**config.mk**
```make
export PLATFORM = sky130hd
export DESIGN_NAME = alu_responder_flat
export DESIGN_NICKNAME = d
export VERILOG_FILES = /design/src/rtl/alu_responder_if.sv /design/src/rtl/alu_responder.sv /design/src/flat_wrapper.sv
export SDC_FILE = /design/constraint.sdc
export NUM_CORES = 1
export LEC_CHECK = 0
export ABC_AREA = 0
export CAP_MARGIN = 5
export CORE_ASPECT_RATIO = 1.75
export CORE_MARGIN = 5
export CORE_UTILIZATION = 40
export CTS_CLUSTER_SIZE = 14
export DETAILED_ROUTE_END_ITERATION = 8
export SLEW_MARGIN = 20
export SYNTH_ARGS = -nofsm -noshare
export SYNTH_HDL_FRONTEND = slang
export SYNTH_SLANG_ARGS = --single-unit
```
**constraint.sdc**
```tcl
create_clock -name clk -period 2.3 [get_ports clk]
set_input_delay 0.46 -clock clk [delete_from_list [all_inputs] [get_ports clk]]
set_output_delay 0.46 -clock clk [all_outputs]
set_load 0.005 [all_outputs]
```
**src/rtl/alu_responder_if.sv**
```systemverilog
// Operand/result handshake bundle between the control unit and the ALU.
// master = initiator (control unit), slave = responder (ALU).
interface alu_responder_if #(
    parameter int WIDTH = 4
);
    logic             iValid;
    logic             oReady;
    logic [3:0]       iOpCode;
    logic [WIDTH-1:0] iDato_1;
    logic [WIDTH-1:0] iDato_2;
    logic             oValid;
    logic             iReady;
    logic [WIDTH-1:0] oResult;
    logic [4:0]       oFlags;

    modport master (
        output iValid,
        output iOpCode,
        output iDato_1,
        output iDato_2,
        output iReady,
        input  oReady,
        input  oValid,
        input  oResult,
        input  oFlags
    );

    modport slave (
        input  iValid,
        input  iOpCode,
        input  iDato_1,
        input  iDato_2,
        input  iReady,
        output oReady,
        output oValid,
        output oResult,
        output oFlags
    );
endinterface

```
**src/rtl/alu_responder.sv**
```systemverilog
// Handshaked multi-cycle ALU responder (IDLE -> EXEC -> DONE).
// Optional ALU_OP_COUNT_EN adds an 8-bit completed-op counter oOpCount.
module alu_responder #(
    parameter int WIDTH   = 4,
    parameter int LATENCY = 1
) (
    input  logic           clk,
    input  logic           iReset,
    alu_responder_if.slave bus
`ifdef ALU_OP_COUNT_EN
    ,
    output logic [7:0]     oOpCount
`endif
);

    localparam logic [1:0] S_IDLE = 2'd0;
    localparam logic [1:0] S_EXEC = 2'd1;
    localparam logic [1:0] S_DONE = 2'd2;

    localparam logic [3:0] OP_AND  = 4'b0000;
    localparam logic [3:0] OP_OR   = 4'b0001;
    localparam logic [3:0] OP_XOR  = 4'b0010;
    localparam logic [3:0] OP_NOT  = 4'b0011;
    localparam logic [3:0] OP_PASS = 4'b0100;
    localparam logic [3:0] OP_ADD  = 4'b0101;
    localparam logic [3:0] OP_SUB  = 4'b0110;
    localparam logic [3:0] OP_MUL  = 4'b0111;
    localparam logic [3:0] OP_SHL  = 4'b1000;
    localparam logic [3:0] OP_SHR  = 4'b1001;

    // Counter holds "remaining EXEC edges minus one".
    localparam logic [7:0] MUL_CNT = 8'(WIDTH - 1);
    localparam logic [7:0] OP_CNT  = 8'(LATENCY);

    logic [1:0]         state_q, state_d;
    logic               ready_q;
    logic               valid_q;
    logic [WIDTH-1:0]   res_q;
    logic [4:0]         flags_q;
    logic [3:0]         op_q;
    logic [WIDTH-1:0]   a_q, b_q;
    logic [7:0]         cnt_q;
    logic [2*WIDTH-1:0] acc_q;
    logic [2*WIDTH-1:0] mcand_q;
    logic [WIDTH-1:0]   mplier_q;

    logic               accept;
    logic               last;
    logic [2*WIDTH-1:0] prod_d;
    logic [WIDTH:0]     sum;
    logic [WIDTH:0]     diff;
    logic [WIDTH-1:0]   res_d;
    logic [4:0]         flags_d;

    assign accept = (state_q == S_IDLE) && ready_q && bus.iValid;
    assign last   = (state_q == S_EXEC) && (cnt_q == 8'd0);

    // One shift-add partial product per EXEC cycle.
    assign prod_d = acc_q + (mplier_q[0] ? mcand_q : '0);

    assign sum  = {1'b0, a_q} + {1'b0, b_q};
    assign diff = {1'b0, a_q} - {1'b0, b_q};

    // Result and flags from the latched operands.
    always_comb begin
        logic carry;
        logic ovf;
        logic legal;
        res_d = '0;
        carry = 1'b0;
        ovf   = 1'b0;
        legal = 1'b1;
        case (op_q)
            OP_AND:  res_d = a_q & b_q;
            OP_OR:   res_d = a_q | b_q;
            OP_XOR:  res_d = a_q ^ b_q;
            OP_NOT:  res_d = ~a_q;
            OP_PASS: res_d = a_q;
            OP_ADD: begin
                res_d = sum[WIDTH-1:0];
                carry = sum[WIDTH];
                ovf   = (a_q[WIDTH-1] == b_q[WIDTH-1]) &&
                        (res_d[WIDTH-1] != a_q[WIDTH-1]);
            end
            OP_SUB: begin
                res_d = diff[WIDTH-1:0];
                carry = diff[WIDTH];
                ovf   = (a_q[WIDTH-1] != b_q[WIDTH-1]) &&
                        (res_d[WIDTH-1] != a_q[WIDTH-1]);
            end
            OP_MUL: begin
                res_d = prod_d[WIDTH-1:0];
                carry = |prod_d[2*WIDTH-1:WIDTH];
            end
            OP_SHL: begin
                res_d = a_q << 1;
                carry = a_q[WIDTH-1];
            end
            OP_SHR: begin
                res_d = a_q >> 1;
                carry = a_q[0];
            end
            default: legal = 1'b0;
        endcase
        if (legal)
            flags_d = {a_q < b_q, ovf, res_d[WIDTH-1],
                       carry, res_d == '0};
        else
            flags_d = 5'b00001;
    end

    // Next-state selection.
    always_comb begin
        state_d = state_q;
        case (state_q)
            S_IDLE: if (accept) state_d = S_EXEC;
            S_EXEC: if (last) state_d = S_DONE;
            S_DONE: if (bus.iReady) state_d = S_IDLE;
            default: state_d = S_IDLE;
        endcase
    end

    // State, handshake outputs and registered result.
    always_ff @(posedge clk or posedge iReset) begin
        if (iReset) begin
            state_q <= S_IDLE;
            ready_q <= 1'b0;
            valid_q <= 1'b0;
            res_q   <= '0;
            flags_q <= '0;
        end else begin
            state_q <= state_d;
            ready_q <= (state_d == S_IDLE);
            if (last) begin
                valid_q <= 1'b1;
                res_q   <= res_d;
                flags_q <= flags_d;
            end else if (state_q == S_DONE && bus.iReady) begin
                valid_q <= 1'b0;
            end
        end
    end

    // Operand latch, cycle counter and multiplier datapath.
    always_ff @(posedge clk or posedge iReset) begin
        if (iReset) begin
            op_q     <= '0;
            a_q      <= '0;
            b_q      <= '0;
            cnt_q    <= '0;
            acc_q    <= '0;
            mcand_q  <= '0;
            mplier_q <= '0;
        end else if (accept) begin
            op_q     <= bus.iOpCode;
            a_q      <= bus.iDato_1;
            b_q      <= bus.iDato_2;
            cnt_q    <= (bus.iOpCode == OP_MUL) ? MUL_CNT : OP_CNT;
            acc_q    <= '0;
            mcand_q  <= {{WIDTH{1'b0}}, bus.iDato_1};
            mplier_q <= bus.iDato_2;
        end else if (state_q == S_EXEC) begin
            if (cnt_q != 8'd0)
                cnt_q <= cnt_q - 8'd1;
            if (op_q == OP_MUL) begin
                acc_q    <= prod_d;
                mcand_q  <= mcand_q << 1;
                mplier_q <= mplier_q >> 1;
            end
        end
    end

`ifdef ALU_OP_COUNT_EN
    logic [7:0] opcnt_q;

    // Count completed result handshakes; wraps naturally.
    always_ff @(posedge clk or posedge iReset) begin
        if (iReset)
            opcnt_q <= 8'd0;
        else if (valid_q && bus.iReady)
            opcnt_q <= opcnt_q + 8'd1;
    end

    assign oOpCount = opcnt_q;
`endif

    assign bus.oReady  = ready_q;
    assign bus.oValid  = valid_q;
    assign bus.oResult = res_q;
    assign bus.oFlags  = flags_q;

endmodule

```
**src/flat_wrapper.sv**
```systemverilog
// flat-port wrapper written by rule: the top's interface ports become plain ports
module alu_responder_flat 
#(
    parameter int WIDTH   = 4,
    parameter int LATENCY = 1
)
  (clk, iReset, bus_iValid, bus_iOpCode, bus_iDato_1, bus_iDato_2, bus_iReady, bus_oReady, bus_oValid, bus_oResult, bus_oFlags);
  alu_responder_if #(.WIDTH(WIDTH)) bus_i ();
  input  logic clk;
  input  logic iReset;
  input wire logic [$bits(bus_i.iValid)-1:0] bus_iValid;
  input wire logic [$bits(bus_i.iOpCode)-1:0] bus_iOpCode;
  input wire logic [$bits(bus_i.iDato_1)-1:0] bus_iDato_1;
  input wire logic [$bits(bus_i.iDato_2)-1:0] bus_iDato_2;
  input wire logic [$bits(bus_i.iReady)-1:0] bus_iReady;
  output wire logic [$bits(bus_i.oReady)-1:0] bus_oReady;
  output wire logic [$bits(bus_i.oValid)-1:0] bus_oValid;
  output wire logic [$bits(bus_i.oResult)-1:0] bus_oResult;
  output wire logic [$bits(bus_i.oFlags)-1:0] bus_oFlags;
  assign bus_i.iValid = bus_iValid;
  assign bus_i.iOpCode = bus_iOpCode;
  assign bus_i.iDato_1 = bus_iDato_1;
  assign bus_i.iDato_2 = bus_iDato_2;
  assign bus_i.iReady = bus_iReady;
  assign bus_oReady = bus_i.oReady;
  assign bus_oValid = bus_i.oValid;
  assign bus_oResult = bus_i.oResult;
  assign bus_oFlags = bus_i.oFlags;
  alu_responder #(.WIDTH(WIDTH), .LATENCY(LATENCY)) u_core (.clk(clk), .iReset(iReset), .bus(bus_i));
endmodule
```
== Word-level counts from Yosys, hierarchy flattened ==
Index checks and enable logic that the tools add are counted.
Storage, ports and cells
  bits of input ports: 16
  flip-flop bits (word level): 53
  output and inout port bits: 11
  logic and storage cells: 82
Cells by class
  add/sub/neg operators: 4
  bitwise operators: 4
  equal/unequal tests: 16
  order comparisons: 1
  multiplexer cells: 25
  reduce and logical (&&, ||, !) cells: 20
Operator list (number)
  $mux W8: 10
  $pmux W4 S10: 1
  $eq A4 B3 Y1 const B: 5
  $mux W4: 3
  $reduce_or A10 Y1: 1
  $add A8 B8 Y8: 1
  $eq A4 B2 Y1 const B: 2
  $eq A4 B4 Y1 const B: 2
  $logic_not A4 Y1: 2
  $logic_not A8 Y1: 1
  $mux W2: 4
  $reduce_bool A2 Y1: 4
  $reduce_bool A8 Y1: 1
  $sub A8 B1 Y8 const B: 1
  $logic_and A1 B1 Y1: 6
  $pmux W2 S3: 1
  $add A4 B4 Y5: 1
  $mux W5: 1
  $pmux W1 S5: 1
  $sub A4 B4 Y5: 1
  $and A4 B4 Y4: 1
  $eq A4 B1 Y1 const B: 1
  $logic_not A2 Y1: 2
  $lt A4 B4 Y1: 1
  other kinds (11): 16

== Logic depth before layout (Yosys ltp) ==
Gate-level depths: netlist of run 1.
  word-level depth: 6
  depth in mapped cells: 10

== Worst setup path before layout of run 1 ==
OpenSTA, ideal clock, no wires.
  path kind: flip-flop to flip-flop
  from: register u_core.mplier_q[0]
  to: register u_core.flags_q[0] (netlist: u_core.bus.oFlags[0])
  library setup time: 0.135 ns
  period minus slack after synthesis: 2.366 ns
  cell stages (with the launch flop): 10
  path slack: -0.066 ns
  path buffers: 0
  data arrival time: 2.231 ns
  cell sequence: dfrtp_1 and2_1 ha_1 inv_1 fa_1 mux4_1 o32a_1 o21ai_1 or3_1 a221oi_2
Between the ends
  cells in the longest elaborated chain, start to end: 5
Ends and longest elaborated chain
  start, declared: line alu_responder.sv:45  | logic [WIDTH-1:0] mplier_q;
  start signal, assigned: line alu_responder.sv:161  | mplier_q <= bus.iDato_2;
  start signal, assigned: line alu_responder.sv:168  | mplier_q <= mplier_q >> 1;
  $mux W8: line alu_responder.sv:59  | assign prod_d = acc_q + (mplier_q[0] ? mcand_q : '0);
  $add A8 B8 Y8: line alu_responder.sv:59
  $pmux W4 S10: line alu_responder.sv:73  | case (op_q)
  $logic_not A4 Y1: line alu_responder.sv:107  | carry, res_d == '0};
  $mux W5: line alu_responder.sv:105  | if (legal)
  end signal, assigned: line alu_responder.sv:137  | flags_q <= flags_d;
  end, declared: line alu_responder.sv:39  | logic [4:0] flags_q;
No other way between the ends.
A chain may end at the register's enable or synchronous reset.

== Worst setup path after layout of run 1 ==
  from: register u_core.mcand_q[0]
  to: register u_core.flags_q[0] (netlist: u_core.bus.oFlags[0])
Between the ends
  cells in the longest elaborated chain, start to end: 5
Ends and longest elaborated chain
  start, declared: line alu_responder.sv:44  | logic [2*WIDTH-1:0] mcand_q;
  start signal, assigned: line alu_responder.sv:160  | mcand_q <= {{WIDTH{1'b0}}, bus.iDato_1};
  start signal, assigned: line alu_responder.sv:167  | mcand_q <= mcand_q << 1;
  $mux W8: line alu_responder.sv:59
  $add A8 B8 Y8: line alu_responder.sv:59
  $pmux W4 S10: line alu_responder.sv:73
  $logic_not A4 Y1: line alu_responder.sv:107
  $mux W5: line alu_responder.sv:105
No other way between the ends.

==> results.yml, run 1 <==
global_route:
  antenna_found_initial: 0
  grt.overflow.total: 0
  grt_pass1_vias: 2991
  grt.total_usage: 0.181
  grt_pass1_wl_um: 14800
  grt_max_degree: 54
critical_path:
  crit_required_ns: 2.51
  crit_path_end_kind: "flip-flop"
  critPathLaunchType: "flip-flop"
  crit_slowest_cell: "fa_2"
  timing.critical_path.cells: "and2_1 > ha_2 > inv_2 > fa_2 > mux4_2 > o32a_1 > o21ai_2 > or3_4 > a221oi_2"
  cp.arrival_ns: 2.59
  critical_path.top_delay_family: "adder cells"
  slowest_delay_ns: 0.57
  critical_path_class: "flip-flop to flip-flop"
  cp_max_fo: 2
  critPathBufInv: 1
yosys:
  syn_area_per_cell_sq_um: 9.20
  synth_flop_cell: "dfrtp_1"
  ys_seq_area_frac: 0.394
  netlist_instances: 366
  ys_warn_count: 0
  synth_edf_count: 0
  ys_types: 59
  yosys.area.top_type: "dfrtp_1"
  synth-seq-cells: 53
  syn_nets: 405
  synth-async-reset-ratio: 1.00
  yosys-top-cells-area: "dfrtp_1 (39%), ha_1 (7.4%), nand2_1 (5.7%)"
  synth_top_area_frac: 0.394
  syn_area_sq_um: 3370
timing:
  finalMaxSlewViolations: 0
  fmax_ghz: 0.420
  finalSetupViolCount: 2
  worst_pin_slew_ns: 0.499
  clock_skew_ns: 0.00495
  fin_crit_sh: 1.04
  tns_ns: -0.142
  fin_ws_ns: -0.0824
  rsz0062_at_grt: "yes"
  whs_ns: 0.483
  finalCriticalPeriod_ns: 2.38
  maxSlewHeadroom: 0.667
  hold_viol_final: 0
pwr:
  power_frac_clock: 0.125
  leakage_nw: 1.91
  peakVddDrop_mv: 0.733
  power_per_cell_area_nw_per_um2: 1460
  intPower_mw: 3.50
  power_mw: 6.06
  switching_share: 0.422
  combPwrFrac: 0.585
  p_switching_mw: 2.56
  power_frac_seq: 0.289
final_layout:
  multiInputGateArea_sq_um: 1920
  final_common_cell: "dfrtp_1"
  ff_latch_area_sq_um: 1330
  diodes: 0
  fin_nets: 460
  final_cell_mix: "dfrtp_1 (52), nand2_1 (51), buf_4 (37), o21ai_0 (26), clkdlybuf4s50_1 (26)"
  syn_to_final_growth_pct: 23.3
  n_fill_cell: 784
  drive_gt1_frac: 0.187
drt:
  wl_per_cell_um: 17.4
  via_per_inst: 5.41
  ant_nets: 0
  drtIter0Drc: 134
  drc: 0
  drt-pass1-iter-count: 4
  wirelength_um: 8930
  num_vias: 2783
floorplan:
  rows: 44
  dieArea_sq_um: 10400
  die_w_um: 79.4
  start_util: 0.408
  core_area_sq_um: 8260
  die_h_um: 131
  io_pins: 27
clock_tree:
  cts_tree: "done"
  numCtsBuffers: 5
  cts_root_buf: "clkbuf_16"
  ctsLongestPathBuffers: 2
  cts_sinks: 53
  insertion_delay_ns: 0.30
  path_clk_slew_ns: 0.07
  htreeDepth: 2
placed_design:
  pre_cts_ws_ns: -0.118
  io_buffers: 26
  hpwl_um: 6900
  place.gp.congestion: 0.956
run:
  drv_cap: 0
hold_path:
  min_path_type: "flip-flop to flip-flop"
outcome:
  violations: "negative setup slack"
  status: "complete, but fails checks"
-- flip-flops by register name (all words and copies together) (netlist names) --
signal / cells
u_core.mplier_q: 4
u_core.mcand_q: 8
u_core.bus.oReady: 1
u_core.a_q: 4
u_core.cnt_q: 8
u_core.bus.oFlags: 5
u_core.acc_q: 8
u_core.op_q: 4
u_core.bus.oValid: 1
u_core.bus.oResult: 4
u_core.b_q: 4
u_core.state_q: 2
-- logic make-up (layout without fill, tap and decap cells) --
family	Yosys count	in the layout	synth area share
xor gates and xnor gates	16	16	0.0416
AOI/OAI and AO/OA	86	86	0.169
and+or+nand+nor	138	138	0.213
adders and majority gates	23	23	0.0922
buffers and inverters	40	96	0.0561
DFF	53	53	0.394
muxes	10	10	0.0346
-- final timing paths --
path	depth (start not counted)	slack, ns	to	start
setup / recovery	9	-0.08	u_core.bus.oFlags[0]$_DFFE_PP0P_	u_core.mcand_q[0]$_DFFE_PP0P_
hold reg to reg	2	0.48	u_core.bus.oFlags[3]$_DFFE_PP0P_	u_core.bus.oFlags[3]$_DFFE_PP0P_
max in group asynchronous	3	1.51	u_core.b_q[1]$_DFFE_PP0P_	iReset
min in group asynchronous	3	0.53	u_core.mcand_q[6]$_DFFE_PP0P_	iReset
hold / removal	2	0.48	u_core.bus.oFlags[3]$_DFFE_PP0P_	u_core.bus.oFlags[3]$_DFFE_PP0P_
setup reg to reg	9	-0.08	u_core.bus.oFlags[0]$_DFFE_PP0P_	u_core.mcand_q[0]$_DFFE_PP0P_
-- worst reg2reg max path, cell delays in order, from the launching register on --
cell and delay [ns]:
dfrtp_1 0.35, and2_1 0.13, ha_2 0.18, inv_2 0.04, fa_2 0.57, mux4_2 0.23
o32a_1 0.15, o21ai_2 0.07, or3_4 0.37, a221oi_2 0.20
-- per-stage QoR --
step | instance area (sq um) | std cells | utilization
5_1_grt | 4150 | 514 | 0.503
4_1_cts | 4070 | 512 | 0.493
3_5_place_dp | 3920 | 504 | 0.475
2_1_floorplan | 3360 | 366 | -
3_3_place_gp | 3920 | 504 | 0.475
6_report | 4150 | 514 | 0.503
-- layer usage --
| layer | routed length (um) | global-route usage |
|---|---|---|
| met4 | 340 | 0.0860 |
| met1 | 3540 | 0.199 |
| met5 | 0 | 0 |
| met2 | 4900 | 0.336 |
| met3 | 145 | 0.0205 |
-- Yosys cell counts, drive strengths merged, types with 6 or more instances --
cell type	n
a21oi	17
and2	7
buf	8
clkbuf	8
dfrtp	53
ha	20
inv	24
mux2i	9
nand2	51
nand2b	7
nand3	17
nor2	21
nor2b	6
o21ai	31
xnor2	13
-- what timing repair did --
| action | 4_1_cts | 5_1_grt |
|---|---|---|
| buffers inserted | 0 | 2 |
| resized for setup | 4 | 19 |
| setup endpoints to repair | 3 | 9 |
| pin swaps | 3 | 6 |
| hold buffers | 0 | 0 |
-- power groups by stage --
| stage | Combinational [mW] | Clock, mW | Sequential (mW) |
|---|---|---|---|
| after CTS | 3.36 | 0.787 | 1.75 |
| after global routing | 3.90 | 0.816 | 1.82 |
| final | 3.55 | 0.759 | 1.75 |
| after global placement | 3.29 | 0 | 1.75 |
| after detailed placement | 3.32 | 0 | 1.76 |
| after floorplan | 2.27 | 0 | 1.66 |
-- layout make-up --
class / count / area share
Sequential cell: 53 / 0.320
Multi-Input combinational cell: 273 / 0.462
Clock inverter: 2 / 0.00362
Clock buffer: 6 / 0.0310
Inverter: 24 / 0.0217
Timing Repair Buffer: 64 / 0.134
Tap cell: 92 / 0.0277
Power figures use the tool's default switching activity.
==> run 2: changes to the inputs <==
--- a/config.mk
+++ b/config.mk
@@ -6,13 +6,16 @@
 export NUM_CORES = 1
 export LEC_CHECK = 0
 export ABC_AREA = 0
+export ABC_CLOCK_PERIOD_IN_PS = 2300
 export CAP_MARGIN = 5
 export CORE_ASPECT_RATIO = 1.75
 export CORE_MARGIN = 5
 export CORE_UTILIZATION = 40
+export CTS_CLUSTER_DIAMETER = 150
 export CTS_CLUSTER_SIZE = 14
 export DETAILED_ROUTE_END_ITERATION = 8
 export SLEW_MARGIN = 20
 export SYNTH_ARGS = -nofsm -noshare
 export SYNTH_HDL_FRONTEND = slang
 export SYNTH_SLANG_ARGS = --single-unit
+export TNS_END_PERCENT = 10
==> results.yml, run 2 (synthesis gave the netlist of run 1 again) <==
floorplan:
  die_h_um: 131
  io_pins: 27
  start_util: 0.408
  core_area_sq_um: 8260
  die_w_um: 79.4
  dieArea_sq_um: 10400
  rows: 44
drt:
  ant_nets: 0
  drtIter0Drc: 126
  drt-pass1-iter-count: 5
  wl_per_cell_um: 17.4
  via_per_inst: 5.47
  num_vias: 2804
  drc: 0
  wirelength_um: 8910
final_layout:
  reg_top3: "u_core.acc_q: 8 flops, u_core.cnt_q: 8 flops, u_core.mcand_q: 8 flops"
  ff_latch_area_sq_um: 1330
  diodes: 0
  syn_to_final_growth_pct: 22.9
  multiInputGateArea_sq_um: 1910
  final_cell_mix: "dfrtp_1 (52), nand2_1 (51), buf_4 (36), o21ai_0 (26), clkdlybuf4s50_1 (26)"
  final_common_cell: "dfrtp_1"
  n_fill_cell: 787
  fin_nets: 459
  drive_gt1_frac: 0.181
critical_path:
  r2r_slack_ns: -0.08
  r2r-end: "u_core.bus.oFlags[0]$_DFFE_PP0P_"
  critPathLaunchType: "flip-flop"
  crit_required_ns: 2.51
  cp.arrival_ns: 2.59
  slowest_delay_ns: 0.57
  timing.critical_path.cells: "and2_1 > ha_2 > inv_2 > fa_2 > mux4_2 > o32a_1 > o21ai_2 > or3_4 > a221oi_2"
  critical_path_class: "flip-flop to flip-flop"
  ff2ff_path_depth: 9
  crit_path_end_kind: "flip-flop"
  cp_max_fo: 2
  crit_slowest_cell: "fa_2"
  r2r-start: "u_core.mcand_q[0]$_DFFE_PP0P_"
  startpoint: "u_core.mcand_q[0]$_DFFE_PP0P_"
clock_tree:
  cts_hold_buf: 0
  cts_sinks: 53
  path_clk_slew_ns: 0.07
  cts_root_buf: "clkbuf_16"
  htreeDepth: 2
  cts_tree: "done"
  ctsLongestPathBuffers: 2
  insertion_delay_ns: 0.30
  numCtsBuffers: 5
timing:
  rsz0062_at_grt: "yes"
  hold_viol_final: 0
  clock_skew_ns: 0.00478
  worst_pin_slew_ns: 0.495
  whs_ns: 0.483
  finalCriticalPeriod_ns: 2.38
  fin_crit_sh: 1.04
  finalMaxSlewViolations: 0
  maxSlewHeadroom: 0.670
  fin_ws_ns: -0.0837
  finalSetupViolCount: 2
  fmax_ghz: 0.420
pwr:
  power_mw: 6.03
  leakage_nw: 1.90
  peakVddDrop_mv: 0.732
  power_per_cell_area_nw_per_um2: 1460
global_route:
  grt.overflow.total: 0
  antenna_found_initial: 0
  grt_pass1_wl_um: 14800
  grt_max_degree: 54
  grt_pass1_vias: 2991
  grt.total_usage: 0.181
hold_path:
  min_path_type: "flip-flop to flip-flop"
  hold_depth: 2
  whs_endpoint: "u_core.bus.oFlags[3]$_DFFE_PP0P_"
  hold_path.startpoint: "u_core.bus.oFlags[3]$_DFFE_PP0P_"
placed_design:
  place.gp.congestion: 0.956
  io_buffers: 26
  hpwl_um: 6900
outcome:
  status: "complete, but fails checks"
  violations: "negative setup slack"
run:
  drv_cap: 0
-- run 2: how the worst max path moves through the flow --
stage	end	slack, ns	depth (start not counted)
4_1_cts	u_core.bus.oFlags[0]$_DFFE_PP0P_	-0.11	9
3_5_place_dp	u_core.bus.oFlags[0]$_DFFE_PP0P_	-0.12	9
5_1_grt	u_core.bus.oFlags[0]$_DFFE_PP0P_	-0.18	9
6_report	u_core.bus.oFlags[0]$_DFFE_PP0P_	-0.08	9
2_1_floorplan	u_core.bus.oFlags[0]$_DFFE_PP0P_	-0.04	9
3_3_place_gp	u_core.bus.oFlags[0]$_DFFE_PP0P_	-0.13	9
-- run 2: per-stage QoR --
step,instance area [sq um],util,setup WS (ns),instances,setup TNS [ns]
after floorplan,3360,-,-0.0406,366,-0.0406
after global placement,3920,0.475,-0.132,504,-0.226
after detailed placement,3920,0.475,-0.118,504,-0.209
after CTS,4070,0.493,-0.110,512,-0.176
after global routing,4140,0.501,-0.178,513,-0.395
final,4140,0.501,-0.0837,513,-0.145
-- run 2: critical path: cells and delay by family, from the launching register on --
family	cells	cell delay [ns]
AO/OA/AOI/OAI	3	0.42
adder cells (fa/ha/maj)	2	0.76
buffers and inverters	1	0.04
flip-flops	1	0.35
multiplexers	1	0.23
AND/OR/NAND/NOR	2	0.49
-- run 2: what timing repair did --
action / CTS / global route
pin swaps: 3 / 4
setup buffers: 0 / 1
endpoints found under the setup margin: 3 / 9
gates resized for setup: 4 / 17
-- run 2: layer usage --
metal  part of all wire  track usage
met2               0.54        0.336
met1               0.40        0.199
met4              0.037       0.0860
met5                  0            0
met3              0.023       0.0205
-- run 2: power by group --
part | internal [mW] | switching [mW]
combinational | 1.73 | 1.79
sequential | 1.35 | 0.406
clock | 0.405 | 0.354
-- run 2: final cells by class --
| type | count | share of cell area |
|---|---|---|
| Tap cell | 92 | 0.0278 |
| Clock inverter | 2 | 0.00363 |
| Clock buffer | 6 | 0.0311 |
| Inverter | 24 | 0.0218 |
| Timing Repair Buffer | 63 | 0.133 |
| Sequential cell | 53 | 0.321 |
| Multi-Input combinational cell | 273 | 0.462 |
==> run 3: changes to the inputs <==
--- a/config.mk
+++ b/config.mk
@@ -11,6 +11,7 @@
 export CORE_ASPECT_RATIO = 1.75
 export CORE_MARGIN = 5
 export CORE_UTILIZATION = 40
+export CTS_BUF_LIST = sky130_fd_sc_hd__clkbuf_8
 export CTS_CLUSTER_DIAMETER = 150
 export CTS_CLUSTER_SIZE = 14
 export DETAILED_ROUTE_END_ITERATION = 8
==> results.yml, run 3 (synthesis gave the netlist of run 1 again) <==
pwr:
  power_frac_clock: 0.093
  power_per_cell_area_nw_per_um2: 1420
  power_mw: 5.82
  switching_share: 0.434
  combPwrFrac: 0.606
  power_frac_seq: 0.301
  p_switching_mw: 2.53
  peakVddDrop_mv: 0.652
  leakage_nw: 1.88
  intPower_mw: 3.29
critical_path:
  startpoint: "u_core.mcand_q[0]$_DFFE_PP0P_"
  critical_path_class: "flip-flop to flip-flop"
  critPathBufInv: 1
  crit_required_ns: 2.50
  critPathLaunchType: "flip-flop"
  critical_path.top_delay_family: "adder cells"
  cp.arrival_ns: 2.62
  cp_max_fo: 2
  crit_slowest_cell: "mux4_2"
  r2r-start: "u_core.mcand_q[0]$_DFFE_PP0P_"
  slowest_delay_ns: 0.47
  crit_path_end_kind: "flip-flop"
  timing.critical_path.cells: "and2_1 > ha_2 > inv_2 > fa_2 > mux4_2 > o32a_1 > o21ai_2 > or3_4 > a221oi_2"
final_layout:
  n_fill_cell: 795
  ff_latch_area_sq_um: 1330
  stdcell_count: 513
  diodes: 0
  syn_to_final_growth_pct: 21.4
  fin_nets: 459
  final_common_cell: "dfrtp_1"
  final_area_sq_um: 4090
  final_cell_mix: "dfrtp_1 (52), nand2_1 (51), buf_4 (36), o21ai_0 (26), clkdlybuf4s50_1 (26)"
  multiInputGateArea_sq_um: 1920
  reg_top3: "u_core.acc_q: 8 flops, u_core.cnt_q: 8 flops, u_core.mcand_q: 8 flops"
  drive_gt1_frac: 0.185
timing:
  whs_ns: 0.489
  fin_ws_ns: -0.121
  fmax_ghz: 0.413
  finalMaxSlewViolations: 0
  hold_viol_final: 0
  fin_crit_sh: 1.05
  finalCriticalPeriod_ns: 2.42
  tns_ns: -0.233
  maxSlewHeadroom: 0.676
  worst_pin_slew_ns: 0.486
  rsz0062_at_grt: "yes"
  finalSetupViolCount: 2
  clock_skew_ns: 0.0116
clock_tree:
  cts_root_buf: "clkbuf_8"
  insertion_delay_ns: 0.32
  cts_sinks: 53
  numCtsBuffers: 5
  htreeDepth: 2
  ctsLongestPathBuffers: 2
  cts_tree: "done"
  path_clk_slew_ns: 0.11
  cts_hold_buf: 0
placed_design:
  io_buffers: 26
  place_area_sq_um: 3920
  place.gp.congestion: 0.956
  dp_cells: 504
  hpwl_um: 6900
global_route:
  grt.overflow.total: 0
  grt.total_usage: 0.181
  antenna_found_initial: 0
  grt_pass1_vias: 3008
  grt_pass1_wl_um: 14700
  grt_max_degree: 54
run:
  drv_cap: 0
floorplan:
  dieArea_sq_um: 10400
  rows: 44
  core_area_sq_um: 8260
  io_pins: 27
  start_util: 0.408
  die_w_um: 79.4
  die_h_um: 131
drt:
  drtIter0Drc: 120
  drc: 0
  via_per_inst: 5.44
  wirelength_um: 8900
  drt-pass1-iter-count: 4
  ant_nets: 0
  num_vias: 2793
  wl_per_cell_um: 17.4
hold_path:
  min_path_type: "flip-flop to flip-flop"
  hold_path.startpoint: "u_core.bus.oFlags[3]$_DFFE_PP0P_"
outcome:
  status: "complete, but fails checks"
  violations: "negative setup slack"
-- run 3: power by group through the flow --
stage / sequential (mW) / clock [mW] / combinational, mW
3_5_place_dp: 1.76 / 0 / 3.32
4_1_cts: 1.75 / 0.569 / 3.36
2_1_floorplan: 1.66 / 0 / 2.27
6_report: 1.75 / 0.541 / 3.52
5_1_grt: 1.82 / 0.600 / 3.88
3_3_place_gp: 1.75 / 0 / 3.29
-- run 3: path summary, 6_finish.rpt --
check                                              endpoint  slack (ns)  cells past startpoint
max                        u_core.bus.oFlags[0]$_DFFE_PP0P_       -0.12                      9
min                        u_core.bus.oFlags[3]$_DFFE_PP0P_        0.49                      2
max reg2reg                u_core.bus.oFlags[0]$_DFFE_PP0P_       -0.12                      9
min reg2reg                u_core.bus.oFlags[3]$_DFFE_PP0P_        0.49                      2
max in group asynchronous         u_core.b_q[1]$_DFFE_PP0P_        1.54                      3
min in group asynchronous       u_core.acc_q[5]$_DFFE_PP0P_        0.50                      3
-- run 3: tightest hold or removal path, cell delays in order (launching register included) --
cell and delay [ns]:
dfrtp_1 0.36, nand2_1 0.05, o21ai_0 0.06
-- run 3: layer usage --
layer  wire length (um)  vias to the layer above  track usage  share of wire
met3                159                       20       0.0226          0.018
met2               4880                       47        0.333           0.55
met1               3490                     1345        0.197           0.39
met5                  0                        -            0              0
met4                373                        0       0.0908          0.042
li1                   -                     1381            -              -
-- run 3: layout make-up --
type                    count  area share
multi-input cells         273       0.469
flip-flops and latches     53       0.325
repair buffers             63       0.135
well taps                  92      0.0282
inverters                  24      0.0220
clock buffers               5      0.0168
clock inverters             3     0.00459
-- run 3: per-stage QoR --
step	utilization	setup WS, ns
6_report	0.495	-0.121
2_1_floorplan	-	-0.0406
4_1_cts	0.486	-0.124
5_1_grt	0.495	-0.189
3_5_place_dp	0.475	-0.118
3_3_place_gp	0.475	-0.132
-- run 3: what timing repair did --
action,4_1_cts,5_1_grt
gates cloned,0,0
endpoints found under the setup margin,3,9
pin swaps,3,8
gates resized for setup,4,19
buffers inserted,0,1
